### src/rtl/pc_simt.sv
`default_nettype none
// ============================================================================
// Module   : pc_simt
// Purpose  : Block PC unit with a per-thread NZP file, an active-thread mask
//            and a reconvergence stack for divergent BRnzp branches.
//            Define PC_SIMT_DIVERGE_COUNT_EN to add the diverge_count output.
// Revision : 1.0
// ============================================================================
module pc_simt #(
  parameter int THREADS               = 4,
  parameter int DATA_MEM_DATA_BITS    = 8,
  parameter int PROGRAM_MEM_ADDR_BITS = 8,
  parameter int STACK_DEPTH           = 8
) (
  input  logic                                   clk,
  input  logic                                   reset,
  input  logic                                   launch,
  input  logic [THREADS-1:0]                     thread_enable,
  input  logic [2:0]                             core_state,
  input  logic [2:0]                             decoded_nzp,
  input  logic [DATA_MEM_DATA_BITS-1:0]          decoded_immediate,
  input  logic [PROGRAM_MEM_ADDR_BITS-1:0]       decoded_reconv_pc,
  input  logic                                   decoded_nzp_write_enable,
  input  logic                                   decoded_pc_mux,
  input  logic [THREADS*DATA_MEM_DATA_BITS-1:0]  alu_out,
  input  logic [PROGRAM_MEM_ADDR_BITS-1:0]       current_pc,
  output logic [PROGRAM_MEM_ADDR_BITS-1:0]       next_pc,
  output logic [THREADS-1:0]                     active_mask,
  output logic [$clog2(STACK_DEPTH+1)-1:0]       stack_depth,
`ifdef PC_SIMT_DIVERGE_COUNT_EN
  output logic [15:0]                            diverge_count,
`endif
  output logic                                   stack_overflow
);

  localparam int c_PA    = PROGRAM_MEM_ADDR_BITS;
  localparam int c_DB    = DATA_MEM_DATA_BITS;
  localparam int c_DW    = $clog2(STACK_DEPTH + 1);
  localparam int c_IDX_W = (STACK_DEPTH > 1) ? $clog2(STACK_DEPTH) : 1;
  localparam logic [2:0]      c_EXECUTE = 3'b101;
  localparam logic [2:0]      c_UPDATE  = 3'b110;
  localparam logic [c_PA-1:0] c_NO_RPC  = {c_PA{1'b1}};
  localparam logic [c_DW-1:0] c_ONE     = c_DW'(1);
  localparam logic [c_DW-1:0] c_TWO     = c_DW'(2);

  logic [c_PA-1:0]    next_pc_q, next_pc_d;
  logic [THREADS-1:0] mask_q, mask_d;
  logic [c_PA-1:0]    rpc_q, rpc_d;
  logic [c_DW-1:0]    depth_q, depth_d;
  logic               ovf_q, ovf_d;
  logic [2:0]         nzp_q [THREADS];

  logic [c_PA-1:0]    stk_pc_q   [STACK_DEPTH];
  logic [THREADS-1:0] stk_mask_q [STACK_DEPTH];
  logic [c_PA-1:0]    stk_rpc_q  [STACK_DEPTH];

  logic [c_PA-1:0]    w_imm, w_pc_inc, w_target;
  logic [THREADS-1:0] w_take, w_not_take;
  logic               w_need_two, w_no_room, w_push1, w_push2, w_div;
  logic [c_IDX_W-1:0] w_wr0_idx, w_wr1_idx, w_top_idx;

  generate
    if (c_DB >= c_PA) begin : g_imm_trunc
      assign w_imm = decoded_immediate[c_PA-1:0];
    end else begin : g_imm_ext
      assign w_imm = {{(c_PA-c_DB){1'b0}}, decoded_immediate};
    end
  endgenerate

  always_comb begin
    w_take = '0;
    for (int i = 0; i < THREADS; i++)
      w_take[i] = mask_q[i] & (|(nzp_q[i] & decoded_nzp));
  end

  assign w_not_take = mask_q & ~w_take;
  assign w_pc_inc   = current_pc + 1'b1;
  assign w_need_two = (decoded_reconv_pc != rpc_q);
  assign w_no_room  = (32'(depth_q) + (w_need_two ? 32'd2 : 32'd1)) > 32'(STACK_DEPTH);
  assign w_wr0_idx  = c_IDX_W'(depth_q);
  assign w_wr1_idx  = c_IDX_W'(depth_q + c_ONE);
  assign w_top_idx  = c_IDX_W'(depth_q - c_ONE);

  always_comb begin
    next_pc_d = next_pc_q;
    mask_d    = mask_q;
    rpc_d     = rpc_q;
    depth_d   = depth_q;
    ovf_d     = ovf_q;
    w_target  = w_pc_inc;
    w_push1   = 1'b0;
    w_push2   = 1'b0;
    w_div     = 1'b0;
    if (core_state == c_EXECUTE) begin
      if (decoded_pc_mux && (w_take != '0)) begin
        w_target = w_imm;
        if (w_not_take != '0) begin
          w_div = 1'b1;
          // Without room for the whole frame, every active thread simply branches.
          if (w_no_room) begin
            ovf_d = 1'b1;
          end else begin
            w_push1 = w_need_two;
            w_push2 = 1'b1;
            mask_d  = w_take;
            rpc_d   = decoded_reconv_pc;
            depth_d = depth_q + (w_need_two ? c_TWO : c_ONE);
          end
        end
      end
      if (!w_push2 && (w_target == rpc_q) && (depth_q != '0)) begin
        next_pc_d = stk_pc_q[w_top_idx];
        mask_d    = stk_mask_q[w_top_idx];
        rpc_d     = stk_rpc_q[w_top_idx];
        depth_d   = depth_q - c_ONE;
      end else begin
        next_pc_d = w_target;
      end
    end
  end

  always_ff @(posedge clk or posedge reset) begin
    if (reset) begin
      next_pc_q <= '0;
      mask_q    <= '0;
      rpc_q     <= c_NO_RPC;
      depth_q   <= '0;
      ovf_q     <= 1'b0;
      for (int i = 0; i < THREADS; i++) nzp_q[i] <= 3'b000;
      for (int s = 0; s < STACK_DEPTH; s++) begin
        stk_pc_q[s]   <= '0;
        stk_mask_q[s] <= '0;
        stk_rpc_q[s]  <= '0;
      end
    end else if (launch) begin
      next_pc_q <= '0;
      mask_q    <= thread_enable;
      rpc_q     <= c_NO_RPC;
      depth_q   <= '0;
      ovf_q     <= 1'b0;
    end else begin
      next_pc_q <= next_pc_d;
      mask_q    <= mask_d;
      rpc_q     <= rpc_d;
      depth_q   <= depth_d;
      ovf_q     <= ovf_d;
      if ((core_state == c_UPDATE) && decoded_nzp_write_enable) begin
        for (int i = 0; i < THREADS; i++)
          if (mask_q[i]) nzp_q[i] <= alu_out[i*c_DB +: 3];
      end
      // The reconvergence frame sits below the not-taken frame so it pops last.
      if (w_push1) begin
        stk_pc_q[w_wr0_idx]   <= decoded_reconv_pc;
        stk_mask_q[w_wr0_idx] <= mask_q;
        stk_rpc_q[w_wr0_idx]  <= rpc_q;
        stk_pc_q[w_wr1_idx]   <= w_pc_inc;
        stk_mask_q[w_wr1_idx] <= w_not_take;
        stk_rpc_q[w_wr1_idx]  <= decoded_reconv_pc;
      end else if (w_push2) begin
        stk_pc_q[w_wr0_idx]   <= w_pc_inc;
        stk_mask_q[w_wr0_idx] <= w_not_take;
        stk_rpc_q[w_wr0_idx]  <= decoded_reconv_pc;
      end
    end
  end

`ifdef PC_SIMT_DIVERGE_COUNT_EN
  logic [15:0] div_cnt_q;
  always_ff @(posedge clk or posedge reset) begin
    if (reset)
      div_cnt_q <= '0;
    else if (launch)
      div_cnt_q <= '0;
    else if (w_div && (div_cnt_q != 16'hFFFF))
      div_cnt_q <= div_cnt_q + 16'd1;
  end
  assign diverge_count = div_cnt_q;
`endif

  assign next_pc        = next_pc_q;
  assign active_mask    = mask_q;
  assign stack_depth    = depth_q;
  assign stack_overflow = ovf_q;

endmodule
`default_nettype wire

### config.mk
export PLATFORM = sky130hd
export DESIGN_NAME = pc_simt
export DESIGN_NICKNAME = d
export VERILOG_FILES = /design/src/rtl/pc_simt.sv
export SDC_FILE = /design/constraint.sdc
export NUM_CORES = 1
export LEC_CHECK = 0
export BUFFER_PORTS_ARGS = -buffer_cell sky130_fd_sc_hd__buf_2
export CAP_MARGIN = 5
export CORE_ASPECT_RATIO = 1.75
export CORE_MARGIN = 2
export CORE_UTILIZATION = 30
export DETAILED_ROUTE_END_ITERATION = 7
export GPL_ROUTABILITY_DRIVEN = 0
export PLACE_DENSITY = 0.46
export SYNTH_ARGS = -nofsm -noshare
export SYNTH_HDL_FRONTEND = slang
export SYNTH_SLANG_ARGS = --single-unit
### constraint.sdc
create_clock -name clk -period 7.4 [get_ports clk]
set_input_delay 0 -clock clk [delete_from_list [all_inputs] [get_ports clk]]
set_output_delay 0 -clock clk [all_outputs]
set_load 0.01 [all_outputs]
## Word-level counts from Yosys, hierarchy flattened

Index checks and enable logic that the tools add are counted.

- Mux-type cells: 71
- Equal/unequal tests: 5
- Order comparisons: 6
- Bitwise gates (word level): 14
- Reductions and logical operators: 28
- $add $sub $neg: 5

Operators with widths:

| kind | number |
|---|---|
| 64-bit bitwise mux | 6 |
| 64-bit two-way mux | 4 |
| 8-bit two-way mux | 17 |
| 32-bit bitwise mux | 3 |
| 32-bit two-way mux | 2 |
| 4-bit two-way mux | 16 |
| 8-bit binary-select mux with 3-bit select | 2 |
| 8-bit demux with 3-bit select | 2 |
| 4-bit demux with 3-bit select | 2 |
| 1-bit two-way mux | 14 |
| 3-bit AND | 4 |
| 4-bit binary-select mux with 3-bit select | 1 |
| 4-bit >= comparator (second input constant) | 3 |
| 3-bit inverter with 4-bit output | 3 |
| 3-bit AND reduction | 4 |
| 4-bit nonzero test | 3 |
| 3-bit OR reduction | 4 |
| 2-bit nonzero test | 5 |
| 8-bit by 1-bit adder with 8-bit output (second input constant) | 1 |
| 8-bit == test | 1 |
| 4-bit by 1-bit < comparator with 1-bit output (second input constant) | 2 |
| 8-bit inequality test | 1 |
| 4-bit AND reduction | 2 |
| 3-bit == test (second input constant) | 2 |
| 15 further kinds | 25 |

- Register bits: 197
- Logic and storage cells: 162
- Output and inout bits: 17
- Bits of input ports: 71

## Logic depth before layout (Yosys ltp)

- Depth after elaboration: 15
- Depth in mapped cells: 18
- Mapped depth without buffers: 15

## Worst setup path before layout

Ideal clock, no wire load.

- Path type: flip-flop to flip-flop
- From: reg rpc_q[3]
- To: reg stk_mask_q[7] (netlist bit)
- Slack: 3427 ps
- Clock period less this slack: 3973 ps
- Required time: 7317 ps
- Setup time: 83 ps
- Buffers on the path: 2
- Data arrival time: 3890 ps
- Cell stages (with the launch flop): 17
- Cell sequence: dfstp_2 -> xor2_1 -> nor4_1 -> nand3_1 -> inv_1 -> ha_1 -> fa_1 -> nor3b_1 -> o21ai_0 -> o311a_1 -> or4b_4 -> buf_4 -> or4_4 -> a21oi_2 -> buf_4 -> o211ai_1 -> o21ai_0

- Longest elaborated chain between the ends: 11
- Elaborated cells between the ends (all ways): 16
- Those cells by class: add/sub (1); order compare (1); eq/ne (1); mux (11); reduce/logical (2)

RTL lines:

| element | RTL line | source |
|---|---|---|
| start: declaration | 48 | `logic [c_PA-1:0] rpc_q, rpc_d;` |
| start signal: assignment | 126 | `rpc_q <= c_NO_RPC;` |
| start signal: assignment | 138 | `rpc_q <= c_NO_RPC;` |
| start signal: assignment | 144 | `rpc_q <= rpc_d;` |
| 8-bit inequality test * | 78 | `assign w_need_two = (decoded_reconv_pc != rpc_q);` |
| 2-bit two-way mux | 79 | `assign w_no_room = (32'(depth_q) + (w_need_two ? 32'd2 : 32'd1)) > 32'(STACK_DEPTH);` |
| 4-bit by 2-bit adder with 5-bit output | 79 |  |
| 5-bit by 4-bit greater-than comparator with 1-bit output | 79 |  |
| 1-bit two-way mux | 100 | `if (w_no_room) begin` |
| 1-bit two-way mux | 97 | `if (w_not_take != '0) begin` |
| 1-bit two-way mux | 95 | `if (decoded_pc_mux && (w_take != '0)) begin` |
| 1-bit two-way mux (2 in a row) | 94 | `if (core_state == c_EXECUTE) begin` |
| 2-bit nonzero test (no source line) | n/a |  |
| 2-bit AND reduction (no source line) | n/a |  |
| end signal: indexed assignment | 154 | `stk_mask_q[w_wr0_idx] <= mask_q;` |
| end signal: indexed assignment | 157 | `stk_mask_q[w_wr1_idx] <= w_not_take;` |
| end signal: indexed assignment | 161 | `stk_mask_q[w_wr0_idx] <= w_not_take;` |
| end: declaration | 54 | `logic [THREADS-1:0] stk_mask_q [STACK_DEPTH];` |

Every way passes the cells marked *; elsewhere a longest branch is shown, timed or not. The select of a mux whose other input is x is not followed.
A chain may end at the register's enable or synchronous reset.

## Worst setup path after layout

- From: reg rpc_q[3]
- To: reg stk_pc_q[61] (netlist bit)

- Longest elaborated chain between the ends: 11
- Elaborated cells between the ends (all ways): 16
- Those cells by class: add/sub (1); order compare (1); eq/ne (1); mux (11); reduce/logical (2)

RTL lines:

| element | RTL line | source |
|---|---|---|
| 8-bit inequality test * | 78 |  |
| 2-bit two-way mux | 79 |  |
| 4-bit by 2-bit adder with 5-bit output | 79 |  |
| 5-bit by 4-bit greater-than comparator with 1-bit output | 79 |  |
| 1-bit two-way mux | 100 |  |
| 1-bit two-way mux | 97 |  |
| 1-bit two-way mux | 95 |  |
| 1-bit two-way mux (2 in a row) | 94 |  |
| 2-bit nonzero test (no source line) | n/a |  |
| 2-bit AND reduction (no source line) | n/a |  |
| end signal: indexed assignment | 153 | `stk_pc_q[w_wr0_idx] <= decoded_reconv_pc;` |
| end signal: indexed assignment | 156 | `stk_pc_q[w_wr1_idx] <= w_pc_inc;` |
| end signal: indexed assignment | 160 | `stk_pc_q[w_wr0_idx] <= w_pc_inc;` |
| end: declaration | 53 | `logic [c_PA-1:0] stk_pc_q [STACK_DEPTH];` |

Marked as above.

==> results.md <==
* Status: finished, final reports clean
* Total grt overflow at 0
* FP Rows at between 90 and 100
* I/O pins at 88
* Top-area cell type share of the netlist area at 42.64%
* Initial core utilization at about 30%
* Max stage delay on crit path at 0.93 ns
* Setup TNS at 0 ns
* CP Cell Sequence: xor2_1 > nor4_1 > nand3_1 > inv_1 > ha_1 > fa_1 > nor3b_1 > o21ai_0 > o311a_1 > or4b_4 > nor2_1 > nand3_1 > a21oi_4 > buf_4 > nor2_1 > a21oi_1
* Post-route clock period utilization at about three quarters
* Critical Path RT at ~7.8 ns
* TritonCTS Buffers at 17
* Area leader, netlist: dfrtp_1
* Routed WL per cell at roughly 25 microns
* Largest net degree at the start of global routing at 75
* Final WL at ~41000 microns
* Final Critical Period at 5.497 ns
* Seq pwr share at about half
* Synth area leaders: dfrtp_1 43%, a22oi_1 8.7%, mux4_2 8.1%
* Worst hold path class: in2reg
* Area grow syn2layout at 13.22%
* H-tree levels at 4
* Drt via density at approximately 5.6
* Fin Hold WS at ~0.026 ns
* Simple-Gate Fraction of Synth Area at about a tenth
* Max_cap viols at 0
* Post-CTS Setup Inserts at 0
* Total Routing Usage GR at 21.79%
* Relative slew slack at a little under a quarter
* # DRC at 0
* Max Fclk at between 0.15 and 0.2 GHz
* Synth Area in Adders at less than 1%
* CTS tree: built
* Clock Tree Buf Depth at 2
* Worst VDD drop at around 120 uV
* Nature of the critical path endpoint: flop
* Via count at a little over 9000
* Synth Area in Compound Gates at 25.21%
* Worst path slowest cell: a21oi_4
* Setup Crit Path Kind: reg2reg
* ANT cells at 0
* Antenna violations before repair at 0
* Syn avg cell area at just under 10 sq um
* Worst setup path endpoint: stk_pc_q[61]$_DFFE_PP0P_
* FF+latch count, synth at slightly below 200
* Total Nets Final at 1229
* CP arrival at 5.88 ns
* Post-synth EDFFs at 0
* RR Endpoint: stk_pc_q[61]$_DFFE_PP0P_
* Top-count cell post-synth: dfrtp_1
* Slew Limit Fails at 0
* Final worst slack at approximately 1.9 ns
* Port bufs at 67
* Synth warn at 0
* Syn Nets at roughly 1200
* Net switching power of the design at around 0.69 mW
* CTS sink cnt at a little under 200
* Largest family of logic cells by synthesized area: compound AO/OA/AOI/OAI gates
* Synth Area in XOR/XNOR at under 10%
* Die Area at about 39000 sq um
* Initial drt markers at approximately 780
* Post-layout util at between 30 and 40%
* Mux cell area share after synthesis at around 11%
* Post-Syn Instances at roughly 1100
* R2R setup slack at 1.90 ns
* Hold Vio Cnt, Final at 0
* Internal power at 1.700 mW
* Critical path startpoint: rpc_q[3]$_DFFE_PP1P_
* Switching part of the total at ~29%
* Ys async rst share at 100.0%
* Post-synth top cells: 189 x dfrtp_1, 128 x a22oi_1, 122 x nor2_1, 117 x a21oi_1, 89 x nand2_1
* Clock Power Share at a little under two fifths
* Crit Path Max Fanout at 32
* Pre-CTS worst setup slack at about 1.9 ns
* Leak Pwr at between 5 and 6 nW
* CTS clock-pin slew for the worst setup and hold paths at ~0.080 ns
* Hold Path Stages at 4
* Worst r2r src: rpc_q[3]$_DFFE_PP1P_
* Final Skew at around 0.013 ns
* Share of cells above drive strength 1 at 20.53%
* Global-route wire length before repair at 61490 microns
* R2R cell count at 16
* DIE HEIGHT at around 260 microns
* CP bufs+invs at 2
* Latest clock arrival within the worst-skew pair at about 0.46 ns
* Combinational share of power at between 10% and 20%
* Die W at roughly 150 microns
* Setup violations, final at 0
* Unrepaired setup endpoints after global routing: false
* Register area share after synthesis at between 40% and 50%
* Synth Cell Area at ~11000 sq um
* Post-detail-place hpwl at about 26000 microns
* Critical path depth at 16
* Vias in the first global route at 9356
* Synth Flop Type: dfrtp_1
* Startpoint types: flop
* CP delay by family, top: simple AND/OR/NAND/NOR gates
* Final ANT Viol Nets at 0
* Yosys cell types at 72
* PwrDens at between 150 and 200 nW/um^2
* DRT Pass-1 Iters at 6
* Slew @ Worst Pin at 1.150 ns
* Core area at 36650 sq um
* Root Buffer: clkbuf_16
cells in the final DEF (no fill, tap or decap), drive strengths merged, types with 6 or more instances in the layout:
cell type    netlist  final
dfrtp            189    189
clkinv             1      6
mux2i             17     17
a221o              7      7
dfstp              8      8
o211ai            25     25
mux2              15     15
xor2              18     18
o21ai             86     86
dlygate4sd3        0     18
mux4              40     40
a31o              10     10
a22oi            128    128
a21oi            118    118
buf               53     98
nand3             13     13
nor2             124    124
nand2             90     90
inv               35     38
clkbuf            66     21
a21o               9      9
xnor2              7      7
sequential cells by signal, indices dropped and copies added (netlist names):
register        cells
nzp_q              12
stack_depth         4
stack_overflow      1
stk_mask_q         32
next_pc             8
stk_rpc_q          64
active_mask         4
stk_pc_q           64
rpc_q               8
worst min-delay path, cell delays in order:
cell and delay [ns]:
buf_2 0.11, mux2i_1 0.12, mux2_2 0.15, o21ai_0 0.06
stage by stage:
step                instances  power [mW]  cell area (sq um)
finish                   1639       2.388              12560
CTS                      1639       2.412              12560
global route             1639       2.495              12560
global placement         1590       1.499              11840
detailed placement       1590       1.503              11840
floorplan                1136       1.390              11090
worst min-delay path by stage:
stage	startpoint	to	slack, ns
finish	decoded_immediate[1]	next_pc[1]$_DFFE_PP0N_	0.03
global route	decoded_immediate[1]	next_pc[1]$_DFFE_PP0N_	0.06
CTS	decoded_immediate[1]	next_pc[1]$_DFFE_PP0N_	0.03
detailed placement	reset	stk_pc_q[29]$_DFFE_PP0P_	0.12
global placement	reset	stk_pc_q[22]$_DFFE_PP0P_	0.12
floorplan	thread_enable[0]	active_mask[0]$_DFFE_PP0P_	0.12
cell families (layout without fill, tap and decap cells):
group | Yosys count | in the layout
adders and majority gates | 6 | 6
buffers and inverters | 155 | 183
xor gates and xnor gates | 25 | 25
muxes | 72 | 72
and+or+nand+nor | 262 | 262
AOI/OAI and AO/OA | 419 | 419
DFF | 197 | 197
what timing repair did:
action | in CTS | in global routing
hold buffers | 18 | 0
resized for setup | 0 | 0
hold endpoints to repair | 89 | 0
power by group through the flow:
stage | clock (mW) | sequential [mW] | combinational (mW)
2_1_floorplan | 0 | 1.18 | 0.207
3_3_place_gp | 0 | 1.21 | 0.294
3_5_place_dp | 0 | 1.21 | 0.296
4_1_cts | 0.922 | 1.19 | 0.305
5_1_grt | 0.970 | 1.19 | 0.332
6_report | 0.900 | 1.19 | 0.302
final cells by class:
cell class | count | area, sq um
Clock buffer | 21 | 460.4
Clock inverter | 10 | 73.82
Fill cell | 3779 | 24100
Inverter | 36 | 142.6
Multi-Input combinational cell | 784 | 5594
Sequential cell | 197 | 4943
Tap cell | 475 | 594.3
Timing Repair Buffer | 116 | 748.2
per-layer routing:
layer  routed length, microns  GRT usage, %
met3                     1221         2.183
met5                        0             0
met4                     1672         10.13
met2                    22720         40.48
met1                    15390         24.67
Power figures use the tool's default switching activity.
